**config.mk**
```make
export PLATFORM = sky130hd
export DESIGN_NAME = mem_wb_stage_flat
export DESIGN_NICKNAME = d
export VERILOG_FILES = /design/src/rtl/mem_wb_stage_pkg.sv /design/src/rtl/mem_wb_stage_if.sv /design/src/rtl/mem_wb_stage_load_align.sv /design/src/rtl/mem_wb_stage.sv /design/src/flat_wrapper.sv
export SDC_FILE = /design/constraint.sdc
export NUM_CORES = 1
export LEC_CHECK = 0
export CAP_MARGIN = 20
export CORE_MARGIN = 5
export CORE_UTILIZATION = 48
export CTS_CLUSTER_DIAMETER = 100
export CTS_CLUSTER_SIZE = 28
export DETAILED_ROUTE_END_ITERATION = 7
export PLACE_DENSITY = 0.88
export SYNTH_ARGS = -nofsm -noshare
export SYNTH_HDL_FRONTEND = slang
export SYNTH_SLANG_ARGS = --single-unit
```
**constraint.sdc**
```tcl
create_clock -name clk -period 4.5 [get_ports clk]
set_input_delay 0.675 -clock clk [delete_from_list [all_inputs] [get_ports clk]]
set_output_delay 0.675 -clock clk [all_outputs]
set_load 0.1 [all_outputs]
```
**src/rtl/mem_wb_stage_pkg.sv**
```systemverilog
// Shared constants for the MEM/WB pipeline stage.
// Holds the load-type codes, the FSM state encoding and a few common
// constant names used by the stage and its load-alignment helper.
package mem_wb_stage_pkg;

  // Load-type codes as presented on loadType_i. Unlisted codes behave as LW.
  localparam logic [2:0] LT_LW  = 3'b000;
  localparam logic [2:0] LT_LH  = 3'b001;
  localparam logic [2:0] LT_LHU = 3'b010;
  localparam logic [2:0] LT_LB  = 3'b011;
  localparam logic [2:0] LT_LBU = 3'b100;

  // Stage FSM encoding (also visible on the debug state output).
  localparam logic [1:0] ST_EMPTY     = 2'd0;
  localparam logic [1:0] ST_WAIT_LOAD = 2'd1;
  localparam logic [1:0] ST_COMMIT    = 2'd2;

  localparam logic        ENABLE    = 1'b1;
  localparam logic        DISABLE   = 1'b0;
  localparam logic [31:0] ZERO_WORD = 32'h0000_0000;

endpackage

```
**src/rtl/mem_wb_stage_if.sv**
```systemverilog
// Bundle of the MEM -> WB handshake, load-return and register-file write
// signals. Signal names keep their _i/_o suffix as seen from the stage.
//   master : upstream MEM stage / memory / environment
//   slave  : the mem_wb_stage itself
// Handshake: an instruction transfers on a clock edge where valid_i and
// ready_o are both 1 and flush_i is 0; valid_i and its payload must be held
// until that edge; ready_o does not depend combinationally on valid_i.
interface mem_wb_stage_if;
  logic        valid_i;
  logic        ready_o;
  logic        RegWrite_i;
  logic        MemToReg_i;
  logic [4:0]  regDst_i;
  logic [31:0] aluResult_i;
  logic [2:0]  loadType_i;
  logic [31:0] memData_i;
  logic        memDataValid_i;
  logic        flush_i;
  logic [4:0]  writeRegDst_o;
  logic [31:0] writeRegData_o;
  logic        RegWrite_o;
  logic        alignErr_o;
  logic        timeoutErr_o;
  logic [31:0] retired_o;

  modport master (
    output valid_i, RegWrite_i, MemToReg_i, regDst_i, aluResult_i,
           loadType_i, memData_i, memDataValid_i, flush_i,
    input  ready_o, writeRegDst_o, writeRegData_o, RegWrite_o,
           alignErr_o, timeoutErr_o, retired_o
  );

  modport slave (
    input  valid_i, RegWrite_i, MemToReg_i, regDst_i, aluResult_i,
           loadType_i, memData_i, memDataValid_i, flush_i,
    output ready_o, writeRegDst_o, writeRegData_o, RegWrite_o,
           alignErr_o, timeoutErr_o, retired_o
  );
endinterface

```
**src/rtl/mem_wb_stage_load_align.sv**
```systemverilog
// load_align: combinational byte/half extraction for loads.
//   data_i       : raw 32-bit word from data memory
//   addr_i       : low two address bits of the load
//   type_i       : load-type code (LW/LH/LHU/LB/LBU, others as LW)
//   result_o     : extracted and sign/zero-extended value
//   misaligned_o : access does not fit its natural alignment
// Little-endian lane selection: byte lane = addr, half lane = addr[1].
module load_align
  import mem_wb_stage_pkg::*;
(
  input  logic [31:0] data_i,
  input  logic [1:0]  addr_i,
  input  logic [2:0]  type_i,
  output logic [31:0] result_o,
  output logic        misaligned_o
);

  logic [15:0] half_sel;
  logic [7:0]  byte_sel;

  assign half_sel = addr_i[1] ? data_i[31:16] : data_i[15:0];

  always_comb begin
    byte_sel = data_i[7:0];
    case (addr_i)
      2'd1:    byte_sel = data_i[15:8];
      2'd2:    byte_sel = data_i[23:16];
      2'd3:    byte_sel = data_i[31:24];
      default: byte_sel = data_i[7:0];
    endcase
  end

  always_comb begin
    result_o     = data_i;
    misaligned_o = DISABLE;
    case (type_i)
      LT_LH: begin
        result_o     = {{16{half_sel[15]}}, half_sel};
        misaligned_o = addr_i[0];
      end
      LT_LHU: begin
        result_o     = {16'h0000, half_sel};
        misaligned_o = addr_i[0];
      end
      LT_LB:  result_o = {{24{byte_sel[7]}}, byte_sel};
      LT_LBU: result_o = {24'h000000, byte_sel};
      default: begin
        result_o     = data_i;
        misaligned_o = (addr_i != 2'b00);
      end
    endcase
  end

endmodule

```
**src/rtl/mem_wb_stage.sv**
```systemverilog
// mem_wb_stage: MEM/WB pipeline register with load alignment.
// Accepts one instruction per cycle from the MEM stage, waits for load data
// when needed, aligns it and drives a registered register-file write port.
// Ports:
//   clk         : clock, rising edge
//   rst         : asynchronous active-low reset
//   bus         : mem_wb_stage_if.slave (handshake, load return, write port,
//                 error pulses, retired counter)
//   dbg_state_o : current FSM state (EMPTY/WAIT_LOAD/COMMIT)
// Parameters:
//   LOAD_TIMEOUT : cycles waited in WAIT_LOAD before giving up
//   RESET_DATA   : reset value of writeRegData_o
module mem_wb_stage
  import mem_wb_stage_pkg::*;
#(
  parameter logic [7:0]  LOAD_TIMEOUT = 8'd255,
  parameter logic [31:0] RESET_DATA   = 32'd0
) (
  input  logic           clk,
  input  logic           rst,
  mem_wb_stage_if.slave  bus,
  output logic [1:0]     dbg_state_o
);

  logic [1:0]  state_q, state_d;
  logic        ready_q, ready_d;
  logic [4:0]  cap_dst_q, cap_dst_d;
  logic        cap_regwrite_q, cap_regwrite_d;
  logic [2:0]  cap_type_q, cap_type_d;
  logic [1:0]  cap_addr_q, cap_addr_d;
  logic [7:0]  cnt_q, cnt_d;
  logic [4:0]  wdst_q, wdst_d;
  logic [31:0] wdata_q, wdata_d;
  logic        regwrite_q, regwrite_d;
  logic        align_err_q, align_err_d;
  logic        timeout_err_q, timeout_err_d;
  logic [31:0] retired_q, retired_d;

  logic        accept;
  logic [7:0]  cnt_inc;
  logic [1:0]  align_addr;
  logic [2:0]  align_type;
  logic [31:0] align_result;
  logic        align_misaligned;

  assign accept  = bus.valid_i & ready_q & ~bus.flush_i;
  assign cnt_inc = cnt_q + 8'd1;

  // One aligner serves both uses: at accept time it checks the incoming
  // address/type for misalignment, in WAIT_LOAD it aligns the returned data
  // with the captured address/type.
  assign align_addr = (state_q == ST_WAIT_LOAD) ? cap_addr_q : bus.aluResult_i[1:0];
  assign align_type = (state_q == ST_WAIT_LOAD) ? cap_type_q : bus.loadType_i;

  load_align u_load_align (
    .data_i       (bus.memData_i),
    .addr_i       (align_addr),
    .type_i       (align_type),
    .result_o     (align_result),
    .misaligned_o (align_misaligned)
  );

  always_comb begin
    state_d        = state_q;
    cap_dst_d      = cap_dst_q;
    cap_regwrite_d = cap_regwrite_q;
    cap_type_d     = cap_type_q;
    cap_addr_d     = cap_addr_q;
    cnt_d          = cnt_q;
    wdst_d         = wdst_q;
    wdata_d        = wdata_q;
    regwrite_d     = DISABLE;
    align_err_d    = DISABLE;
    timeout_err_d  = DISABLE;

    case (state_q)
      ST_WAIT_LOAD: begin
        // Priority: flush, then returned data, then timeout.
        if (bus.flush_i) begin
          state_d = ST_EMPTY;
          cnt_d   = 8'd0;
        end else if (bus.memDataValid_i) begin
          state_d    = ST_COMMIT;
          wdst_d     = cap_dst_q;
          wdata_d    = align_result;
          regwrite_d = cap_regwrite_q & (cap_dst_q != 5'd0);
          cnt_d      = 8'd0;
        end else if (cnt_inc == LOAD_TIMEOUT) begin
          state_d       = ST_EMPTY;
          timeout_err_d = ENABLE;
          cnt_d         = 8'd0;
        end else begin
          cnt_d = cnt_inc;
        end
      end
      default: begin
        // EMPTY and COMMIT behave alike: the commit itself is already on
        // the registered outputs, so this cycle only decides what comes next.
        state_d = ST_EMPTY;
        if (accept) begin
          cap_dst_d      = bus.regDst_i;
          cap_regwrite_d = bus.RegWrite_i;
          cap_type_d     = bus.loadType_i;
          cap_addr_d     = bus.aluResult_i[1:0];
          if (bus.MemToReg_i) begin
            // A misaligned load is rejected up front; no point waiting
            // for data that can never be written.
            if (align_misaligned) begin
              align_err_d = ENABLE;
            end else begin
              state_d = ST_WAIT_LOAD;
              cnt_d   = 8'd0;
            end
          end else begin
            state_d    = ST_COMMIT;
            wdst_d     = bus.regDst_i;
            wdata_d    = bus.aluResult_i;
            regwrite_d = bus.RegWrite_i & (bus.regDst_i != 5'd0);
          end
        end
      end
    endcase

    ready_d   = (state_d != ST_WAIT_LOAD);
    // Counted together with the write so retired_o already includes the
    // write shown on the same cycle.
    retired_d = retired_q + {31'd0, regwrite_d};
  end

  always_ff @(posedge clk or negedge rst) begin
    if (!rst) begin
      state_q        <= ST_EMPTY;
      ready_q        <= ENABLE;
      cap_dst_q      <= 5'd0;
      cap_regwrite_q <= DISABLE;
      cap_type_q     <= LT_LW;
      cap_addr_q     <= 2'd0;
      cnt_q          <= 8'd0;
      wdst_q         <= 5'd0;
      wdata_q        <= RESET_DATA;
      regwrite_q     <= DISABLE;
      align_err_q    <= DISABLE;
      timeout_err_q  <= DISABLE;
      retired_q      <= ZERO_WORD;
    end else begin
      state_q        <= state_d;
      ready_q        <= ready_d;
      cap_dst_q      <= cap_dst_d;
      cap_regwrite_q <= cap_regwrite_d;
      cap_type_q     <= cap_type_d;
      cap_addr_q     <= cap_addr_d;
      cnt_q          <= cnt_d;
      wdst_q         <= wdst_d;
      wdata_q        <= wdata_d;
      regwrite_q     <= regwrite_d;
      align_err_q    <= align_err_d;
      timeout_err_q  <= timeout_err_d;
      retired_q      <= retired_d;
    end
  end

  assign bus.ready_o        = ready_q;
  assign bus.writeRegDst_o  = wdst_q;
  assign bus.writeRegData_o = wdata_q;
  assign bus.RegWrite_o     = regwrite_q;
  assign bus.alignErr_o     = align_err_q;
  assign bus.timeoutErr_o   = timeout_err_q;
  assign bus.retired_o      = retired_q;
  assign dbg_state_o        = state_q;

endmodule

```
**src/flat_wrapper.sv**
```systemverilog
// flat-port wrapper written by rule: the top's interface ports become plain ports
module mem_wb_stage_flat import mem_wb_stage_pkg::*;
#(
  parameter logic [7:0]  LOAD_TIMEOUT = 8'd255,
  parameter logic [31:0] RESET_DATA   = 32'd0
)
  (clk, rst, dbg_state_o, bus_valid_i, bus_RegWrite_i, bus_MemToReg_i, bus_regDst_i, bus_aluResult_i, bus_loadType_i, bus_memData_i, bus_memDataValid_i, bus_flush_i, bus_ready_o, bus_writeRegDst_o, bus_writeRegData_o, bus_RegWrite_o, bus_alignErr_o, bus_timeoutErr_o, bus_retired_o);
  mem_wb_stage_if bus_i ();
  input  logic clk;
  input  logic rst;
  output logic [1:0] dbg_state_o;
  input wire logic [$bits(bus_i.valid_i)-1:0] bus_valid_i;
  input wire logic [$bits(bus_i.RegWrite_i)-1:0] bus_RegWrite_i;
  input wire logic [$bits(bus_i.MemToReg_i)-1:0] bus_MemToReg_i;
  input wire logic [$bits(bus_i.regDst_i)-1:0] bus_regDst_i;
  input wire logic [$bits(bus_i.aluResult_i)-1:0] bus_aluResult_i;
  input wire logic [$bits(bus_i.loadType_i)-1:0] bus_loadType_i;
  input wire logic [$bits(bus_i.memData_i)-1:0] bus_memData_i;
  input wire logic [$bits(bus_i.memDataValid_i)-1:0] bus_memDataValid_i;
  input wire logic [$bits(bus_i.flush_i)-1:0] bus_flush_i;
  output wire logic [$bits(bus_i.ready_o)-1:0] bus_ready_o;
  output wire logic [$bits(bus_i.writeRegDst_o)-1:0] bus_writeRegDst_o;
  output wire logic [$bits(bus_i.writeRegData_o)-1:0] bus_writeRegData_o;
  output wire logic [$bits(bus_i.RegWrite_o)-1:0] bus_RegWrite_o;
  output wire logic [$bits(bus_i.alignErr_o)-1:0] bus_alignErr_o;
  output wire logic [$bits(bus_i.timeoutErr_o)-1:0] bus_timeoutErr_o;
  output wire logic [$bits(bus_i.retired_o)-1:0] bus_retired_o;
  assign bus_i.valid_i = bus_valid_i;
  assign bus_i.RegWrite_i = bus_RegWrite_i;
  assign bus_i.MemToReg_i = bus_MemToReg_i;
  assign bus_i.regDst_i = bus_regDst_i;
  assign bus_i.aluResult_i = bus_aluResult_i;
  assign bus_i.loadType_i = bus_loadType_i;
  assign bus_i.memData_i = bus_memData_i;
  assign bus_i.memDataValid_i = bus_memDataValid_i;
  assign bus_i.flush_i = bus_flush_i;
  assign bus_ready_o = bus_i.ready_o;
  assign bus_writeRegDst_o = bus_i.writeRegDst_o;
  assign bus_writeRegData_o = bus_i.writeRegData_o;
  assign bus_RegWrite_o = bus_i.RegWrite_o;
  assign bus_alignErr_o = bus_i.alignErr_o;
  assign bus_timeoutErr_o = bus_i.timeoutErr_o;
  assign bus_retired_o = bus_i.retired_o;
  mem_wb_stage #(.LOAD_TIMEOUT(LOAD_TIMEOUT), .RESET_DATA(RESET_DATA)) u_core (.clk(clk), .rst(rst), .bus(bus_i), .dbg_state_o(dbg_state_o));
endmodule
```
==> results.sh, run 1 <==
export IMPL_die_w_um=113
export IMPL_vias_per_cell=5.83
export IMPL_critPathCaptureType="flip-flop"
export IMPL_wire_per_inst_um=17.9
export IMPL_cts_made_buffers=9
export IMPL_num_antenna_cells=0
export IMPL_synth_cell_types=56
export IMPL_async_flop_share_pct=100
export IMPL_post_cts_buffers=0
export IMPL_cp_top_family="simple AND/OR/NAND/NOR gates"
export IMPL_p_per_area_mw_per_mm2=464
export IMPL_drt_initial_drc_count=424
export IMPL_drv_cap=0
export IMPL_yosysSeqAreaShare_pct=46.5
export IMPL_gp_congestion=0.902
export IMPL_reg2reg_slack_ns=1.22
export IMPL_path_class="input port to flip-flop"
export IMPL_postCtsResizedCells=0
export IMPL_final_design_area_no_fill_mm2=0.00693
export IMPL_grt_use_total_pct=22.8
export IMPL_ff2ff_path_depth=12
export IMPL_yosys_warnings=0
export IMPL_placed_area_mm2=0.00669
export IMPL_ios=154
export IMPL_routed_wl_um=14700
export IMPL_cts_root_buf="clkbuf_8"
export IMPL_hold_viol=0
export IMPL_drive_above_1_share_pct=7.28
export IMPL_power_mw=3.21
export IMPL_critPathLaunch="bus_flush_i"
export IMPL_h_tree_depth=3
export IMPL_fmax_mhz=275
export IMPL_critPathCapture="u_core.bus.retired_o[28]"
export IMPL_layout_commonest_cell="clkdlybuf4s50_1"
export IMPL_drtPass1Iterations=5
export IMPL_worst_slew_pin_slew_ns=1.01
export IMPL_worstPathArrival_ns=3.89
export IMPL_numClockSinks=94
export IMPL_grt_overflow_total=0
export IMPL_relSlewSlack_pct=32.6
export IMPL_fillers=793
export IMPL_cts_max_path_buffers=2
export IMPL_dp_hpwl_um=11200
export IMPL_status="finished, final reports clean"
export IMPL_hp_class="input port to async pin"
export IMPL_fp_coreArea_mm2=0.0103
export IMPL_placed_cells=806
export IMPL_clkSlewWorstSetupHoldPaths_ns=0.09
export IMPL_grt_pass1_wl_um=23600
export IMPL_finalWorstSetupSlack_ns=0.864
export IMPL_final_cells=823
export IMPL_p_leak_nw=2.86
export IMPL_slew_violations=0
export IMPL_grt_pass1_vias=4774
export IMPL_synth_ff_type="dfrtp_1"
export IMPL_cts_hold_buffers_added=0
export IMPL_critPathMaxFanout=12
export IMPL_startpoint_type="input port"
export IMPL_slowest_delay_ns=0.60
export IMPL_fin_crit_sh_pct=80.8
export IMPL_r2r_end="u_core.bus.retired_o[28]"
export IMPL_synth_seq_cells=94
export IMPL_rows=37
export IMPL_period_needed_ns=3.64
export IMPL_syn_area_per_cell_um2=9.47
export IMPL_antenna_left=0
export IMPL_io_buffers=153
export IMPL_cp_depth=13
export IMPL_syn_nets=617
export IMPL_setup_tns_ns=0
export IMPL_final_cell_mix="clkdlybuf4s50_1 (152), dfrtp_1 (93), nor2_1 (78)"
export IMPL_area_delta_synth_final_pct=37.0
export IMPL_antenna_found_initial=0
export IMPL_setup_viol=0
export IMPL_grt_max_degree=60
export IMPL_fin_hold_ws_ns=0.360
export IMPL_die_area_mm2=0.0127
export IMPL_cts_tree="built"
export IMPL_start_util_pct=49.2
export IMPL_clk_latency_ns=0.36
export IMPL_die_height_um=113
export IMPL_ir_worst_vdd_v=0.000356
export IMPL_required_ns=4.75
export IMPL_drc=0
export IMPL_slowest_stage="nor4_1"
export IMPL_utilization_pct=67.4
export IMPL_finalClockSkew_ns=0.00768
export IMPL_rsz0062_at_grt="no"
export IMPL_syn_area_mm2=0.00506
export IMPL_synth_edf_count=0
export IMPL_rr_startpoint="u_core.bus.ready_o"
export IMPL_path_buf_inv=3
export IMPL_place_ws_ns=0.451
export IMPL_nets=765
export IMPL_crit_chain="clkdlybuf4s50_1 > nand3b_1 > nor2_1 > buf_4 > nand2_1 > o31ai_1 > ha_1 > inv_1 > nor4_1 > nand2_1 > nor2_1 > nand3_1 > xnor2_1"
export IMPL_syn_inst=534
export IMPL_dr_total_vias=4798
-- worst reg2reg max path: cells and delay by family, from the launching register on --
| kind | cells | cell delay [ns] |
|---|---|---|
| compound gates | 1 | 0.40 |
| xor+xnor | 1 | 0.13 |
| fa+ha+maj | 1 | 0.30 |
| buf+inv | 2 | 0.28 |
| flops | 1 | 0.55 |
| simple gates | 7 | 1.50 |
-- synth_stat cells (3+ instances only) --
library cell   n  share of area, %
dfrtp_1       93                46
a22oi_1        3              0.45
o2bb2ai_1     11               1.9
ha_1           4              0.99
or3_1          4              0.49
a211oi_1       6              0.89
a21oi_1       24               2.4
nor3_1         4              0.40
nor2_1        78               5.8
mux2_2        10               2.2
a21o_1         4              0.59
a221oi_1      29               5.0
nand3b_1       3              0.45
xnor2_1       27               4.7
nand4_1       11               1.4
nand2_1       64               4.8
mux2i_1       10               2.0
nand3_1       24               2.4
inv_1         12              0.89
nand2b_1       4              0.49
nor2b_1        3              0.37
clkbuf_1      10              0.74
o21ai_1        6              0.59
buf_2         12               1.2
xor2_1        12               2.1
o21ai_0       12               1.2
a31oi_1       14               1.7
-- per-layer routing --
metal | track usage (%) | vias to the layer above | routed length, µm
met5 | 0 | - | 0
met2 | 37.9 | 241 | 7120
met3 | 4.96 | 33 | 1170
met1 | 28.7 | 2311 | 6080
li1 | - | 2213 | -
met4 | 9.46 | 0 | 364
-- report_power, final --
part           total (mW)  internal [mW]  switching, mW
logic                1.50          0.391           1.11
registers            1.08          0.976          0.107
clock network       0.634          0.331          0.303
-- how the worst min path moves through the flow --
stage,slack (ns),endpoint,startpoint
floorplan,0.38,u_core.bus.RegWrite_o,rst
global placement,0.46,u_core.bus.retired_o[31],u_core.bus.retired_o[31]
detailed placement,0.46,u_core.bus.retired_o[31],u_core.bus.retired_o[31]
CTS,0.38,u_core.bus.retired_o[8],rst
global route,0.41,u_core.bus.retired_o[4],rst
finish,0.36,u_core.bus.retired_o[3],rst
-- state kept, by name (all words and copies together), names as in the netlist --
name	count
u_core.bus.timeoutErr_o	1
u_core.bus.writeRegDst_o	5
u_core.cap_addr_q	2
u_core.cnt_q	8
u_core.bus.RegWrite_o	1
u_core.cap_type_q	3
u_core.bus.ready_o	1
u_core.bus.alignErr_o	1
u_core.bus.retired_o	32
u_core.cap_dst_q	5
u_core.bus.writeRegData_o	32
u_core.dbg_state_o	2
u_core.cap_regwrite_q	1
-- layout make-up --
cell class | instances | area (µm²) | area share, %
multi-input combinational | 402 | 2520 | 36.4
sequential | 94 | 2350 | 34.0
timing repair buffer | 163 | 1600 | 23.2
tap | 136 | 170 | 2.46
clock buffer | 10 | 138 | 1.99
clock inverter | 6 | 92.6 | 1.34
inverter | 12 | 45.0 | 0.650
-- kinds of logic after synthesis --
group / synth area share (%)
compound gates: 17.5
xor+xnor: 6.76
fa+ha+maj: 0.990
buf+inv: 3.56
flops: 46.5
mux: 6.09
simple gates: 18.5
(Power assumes the default switching activity.)
==> inputs of run 2 (changes only) <==
==> constraint.sdc (replaced) <==
create_clock -name clk -period 3.7 [get_ports clk]
set_input_delay 0.555 -clock clk [delete_from_list [all_inputs] [get_ports clk]]
set_output_delay 0.555 -clock clk [all_outputs]
set_load 0.1 [all_outputs]
==> run 2 against run 1 <==
Die area is the same. Critical path depth shrank 2. Worst setup slack lost 0.31 ns. Via count grew 0.33%. Total power grew 19%. Register-to-register slack lost 0.53 ns. Combinational power grew 22%. Critical endpoint is now u_core.bus.retired_o[13].
==> results.sh, run 2 (synthesis gave the netlist of run 1 again) <==
export IMPL_io_buffers=153
export IMPL_wire_per_inst_um=18.3
export IMPL_drc=0
export IMPL_placed_area_mm2=0.00674
export IMPL_slowest_delay_ns=0.46
export IMPL_fmax_mhz=318
export IMPL_finalClockSkew_ns=0.0153
export IMPL_antenna_found_initial=0
export IMPL_grt_pass1_vias=4802
export IMPL_post_cts_buffers=0
export IMPL_cts_tree="built"
export IMPL_numClockSinks=94
export IMPL_critPathCaptureType="flip-flop"
export IMPL_required_ns=3.98
export IMPL_drt_initial_drc_count=414
export IMPL_die_w_um=113
export IMPL_ir_worst_vdd_v=0.000505
export IMPL_p_leak_nw=2.86
export IMPL_finalWorstSetupSlack_ns=0.557
export IMPL_fillers=798
export IMPL_grt_overflow_total=0
export IMPL_drive_above_1_share_pct=8.10
export IMPL_nets=769
export IMPL_cts_max_path_buffers=2
export IMPL_power_mw=3.81
export IMPL_slew_violations=0
export IMPL_postCtsResizedCells=0
export IMPL_layout_commonest_cell="clkdlybuf4s50_1"
export IMPL_rows=37
export IMPL_dr_total_vias=4814
export IMPL_p_per_area_mw_per_mm2=550
export IMPL_cp_top_family="simple AND/OR/NAND/NOR gates"
export IMPL_h_tree_depth=3
export IMPL_final_design_area_no_fill_mm2=0.00693
export IMPL_hold_viol=0
export IMPL_slowest_stage="clkdlybuf4s50_1"
export IMPL_rsz0062_at_grt="no"
export IMPL_status="finished, final reports clean"
export IMPL_cts_made_buffers=9
export IMPL_path_class="input port to flip-flop"
export IMPL_gp_congestion=0.876
export IMPL_num_antenna_cells=0
export IMPL_period_needed_ns=3.14
export IMPL_start_util_pct=49.2
export IMPL_setup_viol=0
export IMPL_cts_root_buf="clkbuf_8"
export IMPL_ios=154
export IMPL_grt_use_total_pct=23.7
export IMPL_critPathLaunch="bus_flush_i"
export IMPL_critPathMaxFanout=5
export IMPL_hp_class="input port to async pin"
export IMPL_cts_hold_buffers_added=0
export IMPL_dp_hpwl_um=11700
export IMPL_setup_tns_ns=0
export IMPL_relSlewSlack_pct=31.9
export IMPL_grt_pass1_wl_um=24500
export IMPL_final_cell_mix="clkdlybuf4s50_1 (152), dfrtp_1 (91), nor2_1 (78)"
export IMPL_fin_crit_sh_pct=84.9
export IMPL_rr_startpoint="u_core.dbg_state_o[1]"
export IMPL_area_delta_synth_final_pct=37.1
export IMPL_crit_chain="clkdlybuf4s50_1 > nand3b_1 > nor2_1 > nand2_1 > o31ai_1 > ha_1 > inv_1 > or2_2 > nor3_1 > nand3_1 > xnor2_1"
export IMPL_drtPass1Iterations=5
export IMPL_grt_max_degree=48
export IMPL_place_ws_ns=0.196
export IMPL_worst_slew_pin_slew_ns=1.02
export IMPL_drv_cap=0
export IMPL_startpoint_type="input port"
export IMPL_vias_per_cell=5.82
export IMPL_path_buf_inv=2
export IMPL_clk_latency_ns=0.38
export IMPL_clkSlewWorstSetupHoldPaths_ns=0.11
export IMPL_antenna_left=0
export IMPL_die_area_mm2=0.0127
export IMPL_worstPathArrival_ns=3.43
export IMPL_die_height_um=113
export IMPL_routed_wl_um=15100
export IMPL_fp_coreArea_mm2=0.0103
-- run 2: cell count changes in the layout (fill, tap and decap cells not counted), moves of 2 or more --
cell / change
buf_4: +3
bufinv_16: -2
dfrtp_1: -2
inv_8: +3
-- run 2: layout make-up --
type,count,area (µm²),area share [%]
clock inverter,7,66.3,0.957
clock buffer,9,124,1.79
multi-input combinational,402,2520,36.4
inverter,12,45.0,0.650
timing repair buffer,167,1650,23.8
sequential,94,2360,34.0
tap,136,170,2.45
-- run 2: metal layers --
layer / part of all wire, % / GRT usage [%] / up-vias / routed length, µm
met2: 48 / 39.5 / 232 / 7310
met1: 41 / 30.9 / 2318 / 6270
met3: 7.8 / 4.80 / 36 / 1190
met4: 2.3 / 8.09 / 0 / 355
met5: 0 / 0 / - / 0
li1: - / - / 2228 / -
-- run 2: path summary, 6_finish.rpt --
check | endpoint | slack (ns) | cells after the start
max | u_core.bus.retired_o[13] | 0.56 | 11
min | u_core.bus.writeRegDst_o[2] | 0.17 | 1
max reg2reg | u_core.bus.retired_o[13] | 0.69 | 11
min reg2reg | u_core.bus.retired_o[31] | 0.48 | 1
max in group asynchronous | u_core.dbg_state_o[1] | 2.74 | 2
min in group clk | u_core.bus.retired_o[31] | 0.48 | 1
-- run 2: stage by stage --
step / hold WS [ns] / util [%] / instances
floorplan: 0.259 / - / 534
global placement: 0.461 / 65.6 / 811
detailed placement: 0.462 / 65.6 / 811
CTS: 0.173 / 67.5 / 827
global route: 0.200 / 67.5 / 827
finish: 0.166 / 67.5 / 827
-- run 2: power breakdown --
| part | internal [mW] | switching (mW) | leakage (nW) |
|---|---|---|---|
| combinational | 0.480 | 1.35 | 1.59 |
| clock | 0.260 | 0.401 | 0.0914 |
| sequential | 1.19 | 0.135 | 1.18 |
==> inputs of run 3 (changes only) <==
--- a/config.mk
+++ b/config.mk
@@ -7,11 +7,11 @@
 export LEC_CHECK = 0
 export CAP_MARGIN = 20
 export CORE_MARGIN = 5
-export CORE_UTILIZATION = 48
+export CORE_UTILIZATION = 43
 export CTS_CLUSTER_DIAMETER = 100
 export CTS_CLUSTER_SIZE = 28
 export DETAILED_ROUTE_END_ITERATION = 7
-export PLACE_DENSITY = 0.88
+export PLACE_DENSITY = 0.83
 export SYNTH_ARGS = -nofsm -noshare
 export SYNTH_HDL_FRONTEND = slang
 export SYNTH_SLANG_ARGS = --single-unit
==> constraint.sdc (replaced) <==
create_clock -name clk -period 2.62 [get_ports clk]
set_input_delay 0.393 -clock clk [delete_from_list [all_inputs] [get_ports clk]]
set_output_delay 0.393 -clock clk [all_outputs]
set_load 0.1 [all_outputs]
==> run 3 against run 2 <==
Combinational power up 40%. Critical path depth unchanged. Utilization down 4.6 points.
==> results.sh, run 3 (synthesis gave the netlist of run 1 again) <==
export IMPL_ff2ff_path_depth=11
export IMPL_clkSlewWorstSetupHoldPaths_ns=0.07
export IMPL_rsz0062_at_grt="no"
export IMPL_fin_hold_ws_ns=0.0433
export IMPL_critPathCaptureType="flip-flop"
export IMPL_numClockSinks=94
export IMPL_grt_max_degree=54
export IMPL_drc=0
export IMPL_antenna_found_initial=0
export IMPL_r2r_end="u_core.bus.retired_o[25]"
export IMPL_final_design_area_no_fill_mm2=0.00721
export IMPL_path_buf_inv=1
export IMPL_p_leak_nw=3.20
export IMPL_nets=795
export IMPL_final_cells=860
export IMPL_rows=39
export IMPL_utilization_pct=62.8
export IMPL_fillers=923
export IMPL_dr_total_vias=4925
export IMPL_area_delta_synth_final_pct=42.5
export IMPL_layout_commonest_cell="buf_4"
export IMPL_hold_viol=0
export IMPL_worst_slew_pin_slew_ns=0.575
export IMPL_setup_tns_ns=0
export IMPL_slew_violations=0
export IMPL_final_cell_mix="buf_4 (112), dfrtp_1 (91), clkdlybuf4s50_1 (77)"
export IMPL_die_w_um=118
export IMPL_placed_area_mm2=0.00687
export IMPL_dp_hpwl_um=11900
export IMPL_crit_chain="and2b_4 > nor2_4 > nand2_4 > o31ai_4 > ha_2 > inv_1 > or2_4 > nor3_4 > nand2_1 > nor2_1 > xor2_1"
export IMPL_grt_pass1_wl_um=25500
export IMPL_grt_use_total_pct=22.0
export IMPL_gp_congestion=0.958
export IMPL_ir_worst_vdd_v=0.000775
export IMPL_power_mw=5.67
export IMPL_h_tree_depth=3
export IMPL_placed_cells=840
export IMPL_reg2reg_slack_ns=0.15
export IMPL_setup_viol=0
export IMPL_rr_startpoint="u_core.dbg_state_o[0]"
export IMPL_cts_made_buffers=9
export IMPL_wire_per_inst_um=17.9
export IMPL_num_antenna_cells=0
export IMPL_ff_latch_area_mm2=0.00236
export IMPL_slowest_stage="dfrtp_4"
export IMPL_slowest_delay_ns=0.51
export IMPL_start_util_pct=44.1
export IMPL_drive_above_1_share_pct=24.7
export IMPL_antenna_left=0
export IMPL_vias_per_cell=5.73
export IMPL_drv_cap=0
export IMPL_cp_top_family="simple AND/OR/NAND/NOR gates"
export IMPL_drt_initial_drc_count=425
export IMPL_finalWorstSetupSlack_ns=0.148
export IMPL_drtPass1Iterations=7
export IMPL_io_buffers=153
export IMPL_fmax_mhz=404
export IMPL_path_class="flip-flop to flip-flop"
export IMPL_cts_tree="built"
export IMPL_worstPathArrival_ns=2.74
export IMPL_relSlewSlack_pct=61.6
export IMPL_place_ws_ns=-0.233
export IMPL_startpoint_type="flip-flop"
export IMPL_finalClockSkew_ns=0.00459
export IMPL_die_height_um=118
export IMPL_fp_coreArea_mm2=0.0115
export IMPL_ios=154
export IMPL_required_ns=2.89
export IMPL_routed_wl_um=15400
export IMPL_multi_input_area_mm2=0.00265
export IMPL_fin_crit_sh_pct=94.4
export IMPL_period_needed_ns=2.47
export IMPL_hp_class="input port to async pin"
export IMPL_grt_pass1_vias=5067
export IMPL_cts_max_path_buffers=2
export IMPL_cts_root_buf="clkbuf_16"
export IMPL_grt_overflow_total=0
export IMPL_clk_latency_ns=0.34
export IMPL_status="finished, final reports clean"
export IMPL_critPathMaxFanout=5
export IMPL_p_per_area_mw_per_mm2=787
export IMPL_die_area_mm2=0.0140
[run 3: cell count changes in the layout (fill, tap and decap cells not counted), sizes merged]
cell           before  now
buf                15  116
clkdlybuf4s50     152   77
clkbuf              9   10
clkinv              2    3
clkinvlp            2    1
inv                15   14
[run 3: timing repair]
action / in CTS / in global routing
endpoints found under the setup margin: 4 / 44
setup buffers: 0 / 4
resized for setup: 1 / 6
hold endpoints to repair: 0 / 0
hold buffers: 0 / 0
pin swaps: 0 / 7
[run 3: final cells by class]
type	count	share of cell area (%)
well taps	143	2.48
flip-flops and latches	94	32.8
clock inverters	6	0.608
inverters	12	0.625
clock buffers	10	3.32
repair buffers	193	23.5
multi-input cells	402	36.7
[run 3: how the worst max path moves through the flow]
stage	endpoint	depth (start not counted)	from	slack, ns
6_report	u_core.bus.retired_o[25]	11	u_core.dbg_state_o[0]	0.15
5_1_grt	u_core.bus.retired_o[25]	11	u_core.dbg_state_o[0]	0.03
4_1_cts	u_core.bus.retired_o[25]	11	u_core.dbg_state_o[1]	0.06
3_5_place_dp	u_core.bus.retired_o[25]	12	bus_flush_i	-0.23
3_3_place_gp	u_core.bus.retired_o[25]	12	bus_flush_i	-0.14
2_1_floorplan	u_core.bus.retired_o[19]	13	u_core.dbg_state_o[1]	-0.36
[run 3: power breakdown]
part,internal (mW),switching (mW),leakage [nW],total (mW)
sequential,1.68,0.193,1.18,1.87
combinational,0.647,1.91,1.88,2.56
clock,0.674,0.572,0.139,1.25
[run 3: per-layer routing]
metal | vias up | GRT usage (%) | part of all wire (%)
met2 | 201 | 36.3 | 48
met4 | 0 | 7.51 | 2.3
met1 | 2412 | 27.9 | 42
met3 | 32 | 6.35 | 8.1
li1 | 2280 | - | -
met5 | - | 0 | 0
[run 3: worst register-to-register path: stages, from the launching register on]
cell     delay [ns]
dfrtp_4        0.51
and2b_4        0.21
nor2_4         0.14
nand2_4        0.07
o31ai_4        0.25
ha_2           0.24
inv_1          0.05
or2_4          0.26
nor3_4         0.27
nand2_1        0.08
nor2_1         0.14
xor2_1         0.15
